**config.mk**
```make
export PLATFORM = sky130hd
export DESIGN_NAME = dmem_arbiter_flat
export DESIGN_NICKNAME = d
export VERILOG_FILES = /design/src/rtl/dmem_arbiter_pkg.sv /design/src/rtl/dmem_arbiter_if.sv /design/src/rtl/dmem_arbiter_rr_arb2.sv /design/src/rtl/dmem_arbiter.sv /design/src/flat_wrapper.sv
export SDC_FILE = /design/constraint.sdc
export NUM_CORES = 1
export LEC_CHECK = 0
export CAP_MARGIN = 20
export CORE_AREA = 2 2 122 124
export CTS_BUF_LIST = sky130_fd_sc_hd__clkbuf_8
export CTS_CLUSTER_DIAMETER = 30
export CTS_CLUSTER_SIZE = 10
export DETAILED_ROUTE_END_ITERATION = 6
export DIE_AREA = 0 0 124 126
export PLACE_DENSITY = 0.94
export SYNTH_ARGS = -nofsm -noshare
export SYNTH_HDL_FRONTEND = slang
export SYNTH_SLANG_ARGS = --single-unit
```
**constraint.sdc**
```tcl
create_clock -name clk -period 3.4 [get_ports clk]
set_input_delay 0.68 -clock clk [delete_from_list [all_inputs] [get_ports clk]]
set_output_delay 0.68 -clock clk [all_outputs]
set_load 0.05 [all_outputs]
```
**src/rtl/dmem_arbiter_pkg.sv**
```systemverilog
// rtl/dmem_arbiter_pkg.sv - shared FSM, rw_type and port constants for the data-memory arbiter
package dmem_pkg;

  typedef enum logic [1:0] {
    ST_IDLE   = 2'd0,
    ST_ACCESS = 2'd1,
    ST_RESP   = 2'd2
  } state_e;

  // Access-size codes shared with risc_v and data_memory (funct3 style)
  localparam logic [2:0] RW_LB  = 3'b000;
  localparam logic [2:0] RW_LH  = 3'b001;
  localparam logic [2:0] RW_LW  = 3'b010;
  localparam logic [2:0] RW_LBU = 3'b100;
  localparam logic [2:0] RW_LHU = 3'b101;
  localparam logic [2:0] RW_SB  = 3'b000;
  localparam logic [2:0] RW_SH  = 3'b001;
  localparam logic [2:0] RW_SW  = 3'b010;

  localparam logic PORT_CORE = 1'b0;
  localparam logic PORT_EXT  = 1'b1;

endpackage

```
**src/rtl/dmem_arbiter_if.sv**
```systemverilog
// rtl/dmem_arbiter_if.sv - one requester's command/response bundle toward the arbiter
interface dmem_arbiter_if #(
  parameter int ADDR_W = 32,
  parameter int DATA_W = 32,
  parameter int RW_W   = 3
) ();
  logic              req;
  logic              we;
  logic [ADDR_W-1:0] addr;
  logic [RW_W-1:0]   rw_type;
  logic [DATA_W-1:0] wdata;
  logic              gnt;
  logic              done;
  logic [DATA_W-1:0] rdata;
  logic              stall;

  modport master (output req, we, addr, rw_type, wdata,
                  input  gnt, done, rdata, stall);
  modport slave  (input  req, we, addr, rw_type, wdata,
                  output gnt, done, rdata, stall);
endinterface

```
**src/rtl/dmem_arbiter_rr_arb2.sv**
```systemverilog
// rtl/dmem_arbiter_rr_arb2.sv - two-way grant logic with a round-robin preference pointer
module rr_arb2
  import dmem_pkg::*;
(
  input  logic       clk,
  input  logic       rst,
  input  logic [1:0] req,
  input  logic       advance,
  input  logic       owner,
  input  logic       fixed_prio,
  output logic [1:0] grant
);

  logic ptr_q, ptr_d;

  // After each completed transaction the other port becomes preferred
  always_comb begin
    ptr_d = ptr_q;
    if (advance) ptr_d = ~owner;
  end

  always_ff @(posedge clk) begin
    if (rst) ptr_q <= PORT_CORE;
    else     ptr_q <= ptr_d;
  end

  always_comb begin
    grant = 2'b00;
    case (req)
      2'b01:   grant = 2'b01;
      2'b10:   grant = 2'b10;
      2'b11:   grant = (fixed_prio || ptr_q == PORT_CORE) ? 2'b01 : 2'b10;
      default: grant = 2'b00;
    endcase
  end

endmodule

```
**src/rtl/dmem_arbiter.sv**
```systemverilog
// rtl/dmem_arbiter.sv - shares one data_memory port between the core and an external master
module dmem_arbiter
  import dmem_pkg::*;
#(
  parameter int ADDR_W     = 32,
  parameter int DATA_W     = 32,
  parameter int RW_W       = 3,
  parameter int FIXED_PRIO = 0
) (
  input  logic              clk,
  input  logic              rst_n,
  dmem_arbiter_if.slave     m0,
  dmem_arbiter_if.slave     m1,
  output logic              mem_wr_en,
  output logic              mem_rd_en,
  output logic [ADDR_W-1:0] mem_addr,
  output logic [RW_W-1:0]   mem_rw_type,
  output logic [DATA_W-1:0] mem_wdata,
  input  logic [DATA_W-1:0] mem_rdata
);

  state_e            state_q, state_d;
  logic              owner_q, owner_d;
  logic              we_q, we_d;
  logic [ADDR_W-1:0] addr_q, addr_d;
  logic [RW_W-1:0]   rw_q, rw_d;
  logic [DATA_W-1:0] wdata_q, wdata_d;
  logic [DATA_W-1:0] rdata0_q, rdata0_d;
  logic [DATA_W-1:0] rdata1_q, rdata1_d;
  logic [1:0]        grant;
  logic              arb_advance;
  logic              done0, done1;

  rr_arb2 u_arb (
    .clk        (clk),
    .rst        (rst_n),
    .req        ({m1.req, m0.req}),
    .advance    (arb_advance),
    .owner      (owner_q),
    .fixed_prio (FIXED_PRIO != 0),
    .grant      (grant)
  );

  // rst_n is active-high despite its name
  always_ff @(posedge clk) begin
    if (rst_n) begin
      state_q  <= ST_IDLE;
      owner_q  <= PORT_CORE;
      we_q     <= 1'b0;
      addr_q   <= '0;
      rw_q     <= '0;
      wdata_q  <= '0;
      rdata0_q <= '0;
      rdata1_q <= '0;
    end else begin
      state_q  <= state_d;
      owner_q  <= owner_d;
      we_q     <= we_d;
      addr_q   <= addr_d;
      rw_q     <= rw_d;
      wdata_q  <= wdata_d;
      rdata0_q <= rdata0_d;
      rdata1_q <= rdata1_d;
    end
  end

  always_comb begin
    state_d  = state_q;
    owner_d  = owner_q;
    we_d     = we_q;
    addr_d   = addr_q;
    rw_d     = rw_q;
    wdata_d  = wdata_q;
    rdata0_d = rdata0_q;
    rdata1_d = rdata1_q;
    case (state_q)
      ST_IDLE: begin
        if (|grant) begin
          state_d = ST_ACCESS;
          owner_d = grant[1] ? PORT_EXT : PORT_CORE;
          if (grant[1]) begin
            we_d = m1.we; addr_d = m1.addr; rw_d = m1.rw_type; wdata_d = m1.wdata;
          end else begin
            we_d = m0.we; addr_d = m0.addr; rw_d = m0.rw_type; wdata_d = m0.wdata;
          end
        end
      end
      ST_ACCESS: begin
        state_d = ST_RESP;
        // Read data lands in the owner's register so it is valid in the done cycle
        if (!we_q) begin
          if (owner_q == PORT_EXT) rdata1_d = mem_rdata;
          else                     rdata0_d = mem_rdata;
        end
      end
      ST_RESP: state_d = ST_IDLE;
      default: state_d = ST_IDLE;
    endcase
  end

  always_comb begin
    done0       = (state_q == ST_RESP) && (owner_q == PORT_CORE);
    done1       = (state_q == ST_RESP) && (owner_q == PORT_EXT);
    arb_advance = (state_q == ST_RESP);
    mem_wr_en   = (state_q == ST_ACCESS) && we_q;
    mem_rd_en   = (state_q == ST_ACCESS) && !we_q;
    mem_addr    = addr_q;
    mem_rw_type = rw_q;
    mem_wdata   = wdata_q;
    m0.gnt      = (state_q == ST_IDLE) && grant[0];
    m1.gnt      = (state_q == ST_IDLE) && grant[1];
    m0.done     = done0;
    m1.done     = done1;
    m0.stall    = m0.req && !done0;
    m1.stall    = m1.req && !done1;
    m0.rdata    = rdata0_q;
    m1.rdata    = rdata1_q;
  end

endmodule

```
**src/flat_wrapper.sv**
```systemverilog
// flat-port wrapper written by rule: the top's interface ports become plain ports
module dmem_arbiter_flat import dmem_pkg::*;
#(
  parameter int ADDR_W     = 32,
  parameter int DATA_W     = 32,
  parameter int RW_W       = 3,
  parameter int FIXED_PRIO = 0
)
  (clk, rst_n, mem_wr_en, mem_rd_en, mem_addr, mem_rw_type, mem_wdata, mem_rdata, m0_req, m0_we, m0_addr, m0_rw_type, m0_wdata, m0_gnt, m0_done, m0_rdata, m0_stall, m1_req, m1_we, m1_addr, m1_rw_type, m1_wdata, m1_gnt, m1_done, m1_rdata, m1_stall);
  dmem_arbiter_if #(.ADDR_W(ADDR_W), .DATA_W(DATA_W), .RW_W(RW_W)) m0_i ();
  dmem_arbiter_if #(.ADDR_W(ADDR_W), .DATA_W(DATA_W), .RW_W(RW_W)) m1_i ();
  input  logic clk;
  input  logic rst_n;
  output logic mem_wr_en;
  output logic mem_rd_en;
  output logic [ADDR_W-1:0] mem_addr;
  output logic [RW_W-1:0] mem_rw_type;
  output logic [DATA_W-1:0] mem_wdata;
  input  logic [DATA_W-1:0] mem_rdata;
  input wire logic [$bits(m0_i.req)-1:0] m0_req;
  input wire logic [$bits(m0_i.we)-1:0] m0_we;
  input wire logic [$bits(m0_i.addr)-1:0] m0_addr;
  input wire logic [$bits(m0_i.rw_type)-1:0] m0_rw_type;
  input wire logic [$bits(m0_i.wdata)-1:0] m0_wdata;
  output wire logic [$bits(m0_i.gnt)-1:0] m0_gnt;
  output wire logic [$bits(m0_i.done)-1:0] m0_done;
  output wire logic [$bits(m0_i.rdata)-1:0] m0_rdata;
  output wire logic [$bits(m0_i.stall)-1:0] m0_stall;
  input wire logic [$bits(m1_i.req)-1:0] m1_req;
  input wire logic [$bits(m1_i.we)-1:0] m1_we;
  input wire logic [$bits(m1_i.addr)-1:0] m1_addr;
  input wire logic [$bits(m1_i.rw_type)-1:0] m1_rw_type;
  input wire logic [$bits(m1_i.wdata)-1:0] m1_wdata;
  output wire logic [$bits(m1_i.gnt)-1:0] m1_gnt;
  output wire logic [$bits(m1_i.done)-1:0] m1_done;
  output wire logic [$bits(m1_i.rdata)-1:0] m1_rdata;
  output wire logic [$bits(m1_i.stall)-1:0] m1_stall;
  assign m0_i.req = m0_req;
  assign m0_i.we = m0_we;
  assign m0_i.addr = m0_addr;
  assign m0_i.rw_type = m0_rw_type;
  assign m0_i.wdata = m0_wdata;
  assign m0_gnt = m0_i.gnt;
  assign m0_done = m0_i.done;
  assign m0_rdata = m0_i.rdata;
  assign m0_stall = m0_i.stall;
  assign m1_i.req = m1_req;
  assign m1_i.we = m1_we;
  assign m1_i.addr = m1_addr;
  assign m1_i.rw_type = m1_rw_type;
  assign m1_i.wdata = m1_wdata;
  assign m1_gnt = m1_i.gnt;
  assign m1_done = m1_i.done;
  assign m1_rdata = m1_i.rdata;
  assign m1_stall = m1_i.stall;
  dmem_arbiter #(.ADDR_W(ADDR_W), .DATA_W(DATA_W), .RW_W(RW_W), .FIXED_PRIO(FIXED_PRIO)) u_core (.clk(clk), .rst_n(rst_n), .m0(m0_i), .m1(m1_i), .mem_wr_en(mem_wr_en), .mem_rd_en(mem_rd_en), .mem_addr(mem_addr), .mem_rw_type(mem_rw_type), .mem_wdata(mem_wdata), .mem_rdata(mem_rdata));
endmodule
```
==> reports/results.ini <==
[synth]
synthesis.area_sq_um = 5810
synth_cells = 684
ys_warn_count = 0
synth_nets = 856
synth_seq_area_share = 0.469
ys_seq_elements = 136
synth_cell_types = 28
synth_area_per_cell_sq_um = 8.49

[clocking]
clockBufferDepth = 2
root_buffer = clkbuf_8
cts_tree = yes
clk_latency_ps = 440
cts.clk_slew.worst_paths_ps = 80
cts_resized = 0
cts_setup_buffers = 0
cts_sinks = 136
hold_buffers = 0
cts_made_buffers = 17
htreeDepth = 4

[worst_setup_path]
cp_top_family = buffers and inverters
crit_slowest_cell = clkdlybuf4s50_1
crit_buf_inv = 1
cp_max_fo = 10
criticalPathCategory = reg -> out
reg2reg_depth = 4
max_stage_delay_ps = 890
worstPathArrival_ps = 2280
cp.depth = 2
cp_cell_sequence = nor3b_1, clkdlybuf4s50_1
startpoint_type = flip-flop
required_ps = 2720
endpoint_kind = output pin

[finish]
synthToLayoutAreaGrowth_pct = 61.6
final_core_util = 0.656
nets = 1120
final_layout_size_suffix_gt1_frac = 0.0645
fillerInstances = 1146

[floorplanning]
die_area_sq_um = 15600
core_area_sq_um = 14300
ios = 311
rows = 44
die_h_um = 126
start_util = 0.406
die_w_um = 124

[global_route]
antenna_found_initial = 2
grt_pass1_wl_um = 32300
track_usage = 0.266
grt_max_degree = 69
overflow = 0
grt_pass1_vias = 6290

[placed_design]
pre_cts_ws_ps = 693
portBuffers = 310
dp_hpwl_um = 14400
gp_congestion = 0.827

[power_and_ir_drop]
power_mw = 4.54
power_density_nw_per_um2 = 484
p_leak_nw = 3.19
ir_drop_mv = 0.278

[detailed_routing]
firstDrtPassIters = 5
viasPerCell = 5.68
first_iter_violations = 537
postRouteAntennaNets = 0
vias = 6504
highest_layer = met5
drt-total-wl_um = 21400
wl_met1_um = 8270
dr_wl_met3_um = 2050
route.detailed.drc = 0
drt-wirelength-per-cell_um = 18.7
met2_length_um = 10300

[sta]
finalSetupViolCount = 0
worstMarginPinSlew_ps = 1120
slew_headroom = 0.254
period_share = 0.871
final_hold_viol_count = 0
whs_ps = 454
tns_ps = 0
rsz0062_at_grt = no
drv_slew = 0
setup_ws_ps = 438
max_freq_mhz = 338
finalCriticalPeriod_ps = 2960
fin_skew_ps = 9.55

[hold_path]
holdPathStages = 2
hold_class = reg -> reg

[status]
status = finished clean

[job]
maxCapViolCount = 0

metal layers:
metal,vias to the layer above,global-route usage
li1,3043,-
met4,2,0.129
met3,64,0.0856
met1,3031,0.307
met2,364,0.441
met5,-,0
report_power, final:
part	internal [mW]	switching (mW)	leakage (nW)
sequential	1.72	0.0796	1.12
clock	0.688	0.686	0.199
combinational	0.536	0.834	1.88
total	2.94	1.60	3.19
stage by stage:
stage,cell area (sq um),cells
2_1_floorplan,5810,684
5_1_grt,9390,1146
6_report,9390,1146
3_5_place_dp,8970,1112
4_1_cts,9370,1144
3_3_place_gp,8970,1112
cell usage after synthesis:
cell	number	area share
nor4bb_1	1	0.0017
buf_2	15	0.013
nor3_1	2	0.0017
nor3b_1	1	0.0013
and3_1	2	0.0022
or4_1	31	0.040
clkbuf_1	59	0.038
or4b_1	1	0.0017
nor2b_1	1	0.0011
nand4bb_1	1	0.0019
or2_2	1	0.0011
and2b_1	1	0.0013
o21ai_0	38	0.033
inv_1	5	0.0032
nand4b_1	31	0.047
or2_1	1	0.0011
o2111a_1	31	0.060
nor4b_2	1	0.0026
buf_6	5	0.0097
nand2_1	129	0.083
a311oi_1	37	0.056
dfxtp_1	136	0.47
nand2b_1	2	0.0022
a21oi_1	103	0.089
nor2_2	1	0.0011
nor2_1	6	0.0039
nand3_1	38	0.033
buf_1	4	0.0026
flip-flops by register name, indices dropped and copies added (netlist names):
signal              count
u_core.m0.rdata        32
u_core.m1.rdata        32
u_core.mem_addr        32
u_core.mem_wdata       32
u_core.mem_rw_type      3
u_core.state_q          2
u_core.owner_q          1
u_core.u_arb.ptr_q      1
u_core.we_q             1
cells in the final DEF (no fill, tap or decap), types with 4 or more instances in the layout:
cell type	instances
clkdlybuf4s50_1	305
dfxtp_1	136
nand2_1	129
a21oi_1	103
nand3_1	38
o21ai_0	38
a311oi_1	37
or4_1	31
nand4b_1	31
o2111a_1	31
buf_4	19
clkbuf_8	18
nor2_1	5
inv_6	5
inv_1	4
cell type report:
| class | count | area, sq um | area share |
|---|---|---|---|
| well taps | 184 | 230 | 0.0245 |
| inverters | 5 | 18.8 | 0.00200 |
| diodes | 1 | 2.50 | 0.000266 |
| clock inverters | 14 | 160 | 0.0171 |
| flip-flops and latches | 136 | 2720 | 0.290 |
| multi-input cells | 460 | 2740 | 0.292 |
| repair buffers | 328 | 3270 | 0.348 |
| clock buffers | 18 | 248 | 0.0264 |
logic make-up after synthesis:
family / after synthesis / synth area share
DFF: 136 / 0.469
buffers and inverters: 88 / 0.0665
AOI/OAI and AO/OA: 209 / 0.237
and+or+nand+nor: 251 / 0.228
worst paths after layout:
| path | startpoint | endpoint | slack, ps |
|---|---|---|---|
| min reg2reg | u_core.m0.rdata[8] | u_core.m0.rdata[8] | 450 |
| min | u_core.m0.rdata[8] | u_core.m0.rdata[8] | 450 |
| max reg2reg | u_core.state_q[1] | u_core.mem_wdata[6] | 890 |
| max | u_core.state_q[1] | m0_done | 440 |
worst min-delay path, stage by stage, from the launching register on:
cell,delay [ps]
dfxtp_1,310
nand2_1,50
a21oi_1,50
Power figures use the tool's default switching activity.
==> variant 1 (config.mk and constraints unchanged) <==
`DATA_W` is set to 32 in 3 places; all go to 16.
--- a/src/rtl/dmem_arbiter_if.sv
+++ b/src/rtl/dmem_arbiter_if.sv
@@ -3,3 +3,3 @@
   parameter int ADDR_W = 32,
-  parameter int DATA_W = 32,
+  parameter int DATA_W = 16,
   parameter int RW_W   = 3
--- a/src/rtl/dmem_arbiter.sv
+++ b/src/rtl/dmem_arbiter.sv
@@ -5,3 +5,3 @@
   parameter int ADDR_W     = 32,
-  parameter int DATA_W     = 32,
+  parameter int DATA_W     = 16,
   parameter int RW_W       = 3,
--- a/src/flat_wrapper.sv
+++ b/src/flat_wrapper.sv
@@ -4,3 +4,3 @@
   parameter int ADDR_W     = 32,
-  parameter int DATA_W     = 32,
+  parameter int DATA_W     = 16,
   parameter int RW_W       = 3,
Ports: changed (6 resized); port bits go from 311 to 215. The function was not compared with the original's and may differ.
==> variant 1 against the original RTL <==
Sequential cell count fell by 48; final area shrank 30%; final cell count down 26%; synthesized area decreased by 30%; die area unchanged; combinational power decreased by 26%; worst setup slack improved by 0.046 ns; largest cell class unchanged; global-route usage is 8.2 points lower; non-clock buffer count is 98 lower; routed wire length decreased by 31%; total power is 36% lower.
==> variant 1: results (changes against the original RTL) <==
[clock_network]
htreeDepth = 3  ; was 4
cts_sinks = 88  ; was 136
clock_latency_ns = 0.36  ; was 0.44 ns

[global_routing]
met1_usage_pct = 22.33  ; was 30.68%
grt_max_degree = 58  ; was 69
antenna_found_initial = 0  ; was 2
grt_use_met3_pct = 4.937  ; was 8.560%
grt_pass1_vias = 4348  ; was 6,290
grtUsageMet2_pct = 30.61  ; was 44.05%

[logic_synthesis]
yosysSeqAreaShare_pct = 43.42  ; was 46.86%
syn_inst = 484  ; was 684
synth_commonest_cells = dfxtp_1, a21oi_1, nand2_1  ; was dfxtp_1, nand2_1, a21oi_1
synth-compound-area-share_pct = 17.85  ; was 23.73%

[placement]
dp_hpwl_um = 10070  ; was 14,390 um
io_buffers = 214  ; was 310
routabilityCongestion = 0.7736  ; was 0.8273
place_inst = 836  ; was 1,112
place_ws_ns = 0.7070  ; was 0.6928 ns

[power]
peakVddDrop_mv = 0.2504  ; was 0.2783 mV
power.share.switching_pct = 35.76  ; was 35.20%
pg_comb_mw = 1.01  ; was 1.37 mW
power.density_nw_per_um2 = 446.9  ; was 483.7 nW/um^2
p_seq_share_pct = 40.2  ; was 39.6%
leakagePower_nw = 2.277  ; was 3.194 nW
p_clk_share_pct = 25.3  ; was 30.2%

[sta]
skew_ns = 0.009479  ; was 0.009546 ns
fin_worst_hold_slack_ns = 0.4547  ; was 0.4540 ns
worst_pin_slew_ns = 0.9206  ; was 1.118 ns
period_needed_ns = 2.916  ; was 2.962 ns

[detailed_routing]
via_count = 4497  ; was 6,504
drt_iter0_markers = 261  ; was 537
wl_met3_um = 1216  ; was 2054 um
routed-wl-met2_um = 7036  ; was 10,260 um
wl_um = 14690  ; was 21,410 um

[layout]
multi_input_area_um2 = 2057  ; was 2739 um^2
nNonClkInverters = 4  ; was 5
n_fill_cell = 1373  ; was 1,146
clkbuf_count = 10  ; was 18
buf_share_pct = 34.99  ; was 34.83%
drive_gt1_share_pct = 6.138  ; was 6.452%
comb.multi_input.count = 331  ; was 460
clkCellAreaFrac_pct = 2.979  ; was 4.343%
nets = 788  ; was 1,120
regArea_um2 = 1762  ; was 2723 um^2

[worst_setup_path]
r2r_slack_ns = 1.14  ; was 0.89 ns

[run_status]
outcome = finished clean  ; unchanged

variant 1: changes by cell type after synthesis, moves of 15 or more:
cell and change:
a21oi_1 -17, a311oi_1 -16, clkbuf_1 -15, o2111a_1 -31, nand3_1 -16, o21ai_0 -17
dfxtp_1 -48, nor4bb_1 +31, nand2_1 -64
variant 1: worst paths after layout:
kind                                                 startpoint                         endpoint
worst min-delay path            u_core.m1.rdata[0]$_SDFFE_PP0P_  u_core.m1.rdata[0]$_SDFFE_PP0P_
worst max register to register   u_core.state_q[1]$_SDFFE_PP0P_  u_core.mem_addr[9]$_SDFFE_PP0P_
worst min register to register  u_core.m1.rdata[0]$_SDFFE_PP0P_  u_core.m1.rdata[0]$_SDFFE_PP0P_
worst max-delay path             u_core.state_q[1]$_SDFFE_PP0P_                          m0_done
variant 1: worst max-delay path: stages (launching register included):
cell             delay [ns]
dfxtp_1                0.60
nor3b_1                0.40
clkdlybuf4s50_1        0.88
==> variant 2 (config.mk and constraints unchanged) <==
Made on the original files. Make the reset (`rst` and `rst_n`) asynchronous in 2 clocked blocks.
--- a/src/rtl/dmem_arbiter_rr_arb2.sv
+++ b/src/rtl/dmem_arbiter_rr_arb2.sv
@@ -21,3 +21,3 @@
 
-  always_ff @(posedge clk) begin
+  always_ff @(posedge clk or posedge rst) begin
     if (rst) ptr_q <= PORT_CORE;
--- a/src/rtl/dmem_arbiter.sv
+++ b/src/rtl/dmem_arbiter.sv
@@ -44,3 +44,3 @@
   // rst_n is active-high despite its name
-  always_ff @(posedge clk) begin
+  always_ff @(posedge clk or posedge rst_n) begin
     if (rst_n) begin
Formal check against the unedited RTL: differs if rst_n is asserted again (counterexample within 4 cycles, from zero or initial values and one cycle with rst_n high); with rst_n held inactive, the same outputs for 4 cycles.
==> variant 2 against the original RTL <==
Worst setup slack improved by 0.18 ns; global-route usage decreased by 0.89 points; final area up 12%; sequential cell count unchanged; final cell count down 9.8%; synthesized area increased by 20%; routed wire length shrank 7.0%.
Power is not compared: it rests on default switching activity, and its combinational part moved more than twofold at a synthesized area within 25%.
==> variant 2: results (changes against the original RTL) <==
[run_status]
outcome = finished clean  ; unchanged

[worst_setup_path]
crit_fanout = 4  ; was 10
r2r-start = u_core.u_arb.ptr_q$_DFFE_PP0N_  ; was u_core.state_q[1]$_SDFFE_PP0P_
crit_arrival_ns = 2.10  ; was 2.28 ns
r2r_slack_ns = 1.53  ; was 0.89 ns
cp_slowest_cell = clkdlybuf4s50_1  ; unchanged
r2r-end = u_core.mem_wdata[17]$_DFFE_PP0P_  ; was u_core.mem_wdata[6]$_SDFFE_PP0P_

[logic_synthesis]
synth_nets = 721  ; was 856
async_flop_share_pct = 100.0  ; was 0%
synth.distinct_cells = 24  ; was 28
synth_commonest_cells = dfrtp_1, nor2_1, a21oi_1  ; was dfxtp_1, nand2_1, a21oi_1
synth-compound-area-share_pct = 30.50  ; was 23.73%
synthMuxAreaShare_pct = 10.30  ; was 0%
ys_warn_count = 0  ; unchanged
yosys-top-cells-area = dfrtp_1, o31ai_4, mux2_2  ; was dfxtp_1, a21oi_1, nand2_1
synth_fa_ha_area_share_pct = 0  ; unchanged
yosysSeqAreaShare_pct = 48.65  ; was 46.86%

[power]
leakagePower_nw = 4.088
internal_power_mw = 5.826

[detailed_routing]
routed_via_density = 5.385  ; was 5.675
dr.pass1.iters = 4  ; was 5
wl_per_cell_um = 19.26  ; was 18.69 um
drt_iter0_markers = 303  ; was 537
wl_um = 19910  ; was 21,410 um

[sta]
fin_worst_hold_slack_ns = 0.4882  ; was 0.4540 ns
skew_ns = 0.01406  ; was 0.009546 ns
max-slew-margin-rel_pct = 31.06  ; was 25.44%

[hold_path]
min_to = u_core.m1.rdata[0]$_DFFE_PP0P_  ; was u_core.m0.rdata[8]$_SDFFE_PP0P_
min_from = u_core.m1.rdata[0]$_DFFE_PP0P_  ; was u_core.m0.rdata[8]$_SDFFE_PP0P_
hold_path_depth = 1  ; was 2

[global_routing]
grt_pass1_vias = 5767  ; was 6,290
grt_pass1_wl_um = 30470  ; was 32,330 um
antenna_found_initial = 1  ; was 2
grt_max_degree = 70  ; was 69
grt.total_usage_pct = 25.69  ; was 26.58%

[placement]
dp_hpwl_um = 14370  ; was 14,390 um
place_ws_ns = 0.7265  ; was 0.6928 ns
routabilityCongestion = 0.7950  ; was 0.8273
placed_area_um2 = 10120  ; was 8966 um^2
place_inst = 1002  ; was 1,112

[clock_network]
cts_setup_buffers = 0  ; unchanged

[layout]
num_antenna_cells = 0  ; was 1
n_fill_cell = 962  ; was 1,146
drive_gt1_share_pct = 19.18  ; was 6.452%

==> variant 2: cell count changes in the layout (fill, tap and decap cells not counted), moves of 39 or more <==
cell / unedited run / this run
nand2_1: 129 / 1
o31ai_4: 0 / 67
mux2_2: 0 / 39
dfxtp_1: 136 / 0
nor2_1: 5 / 69
dfrtp_1: 0 / 136
==> variant 2: how the worst max path moves through the flow <==
| stage | to | slack, ns | start |
|---|---|---|---|
| after floorplan | m1_gnt | 0.51 | m1_req |
| after global placement | m0_gnt | 0.81 | m0_req |
| after detailed placement | u_core.mem_wdata[17]$_DFFE_PP0P_ | 0.73 | m0_req |
| after CTS | m0_done | 0.57 | u_core.state_q[0]$_DFFE_PP0P_ |
| after global routing | m0_done | 0.49 | u_core.state_q[0]$_DFFE_PP0P_ |
| final | m0_done | 0.62 | u_core.state_q[0]$_DFFE_PP0P_ |
==> variant 2: kinds of logic after synthesis <==
group | after synthesis
DFF | 136
muxes | 64
and+or+nand+nor | 84
AOI/OAI and AO/OA | 207
buffers and inverters | 58
==> variant 2: layer usage <==
| metal | up-vias | part of all wire (%) | track usage [%] |
|---|---|---|---|
| met5 | - | 0.060 | 0 |
| met4 | 2 | 3.8 | 11.96 |
| met2 | 250 | 52 | 44.93 |
| met1 | 2713 | 37 | 28.83 |
| li1 | 2548 | - | - |
| met3 | 55 | 7.4 | 6.884 |
==> variant 2: power groups by stage <==
stage	Combinational [mW]	Sequential [mW]	Clock, mW
global placement	7.41	2.80	0
CTS	7.56	2.84	1.36
global route	7.84	2.93	1.41
detailed placement	7.54	2.87	0
floorplan	2.70	5.53	0
finish	7.50	2.84	1.32
==> variant 2: layout make-up <==
cell class / count / area, um^2 / share of cell area [%]
clock buffers: 18 / 247.7 / 2.355
clock inverters: 14 / 146.4 / 1.392
inverters: 4 / 18.77 / 0.1784
multi-input cells: 355 / 3236 / 30.76
flip-flops and latches: 136 / 3403 / 32.36
well taps: 184 / 230.2 / 2.189
repair buffers: 323 / 3236 / 30.76
==> variant 2: worst register-to-register path, cell delays in order (launching register included) <==
cell	delay (ns)
dfrtp_1	0.43
nand2b_2	0.51
buf_12	0.36
a21oi_1	0.32
o31ai_4	0.10
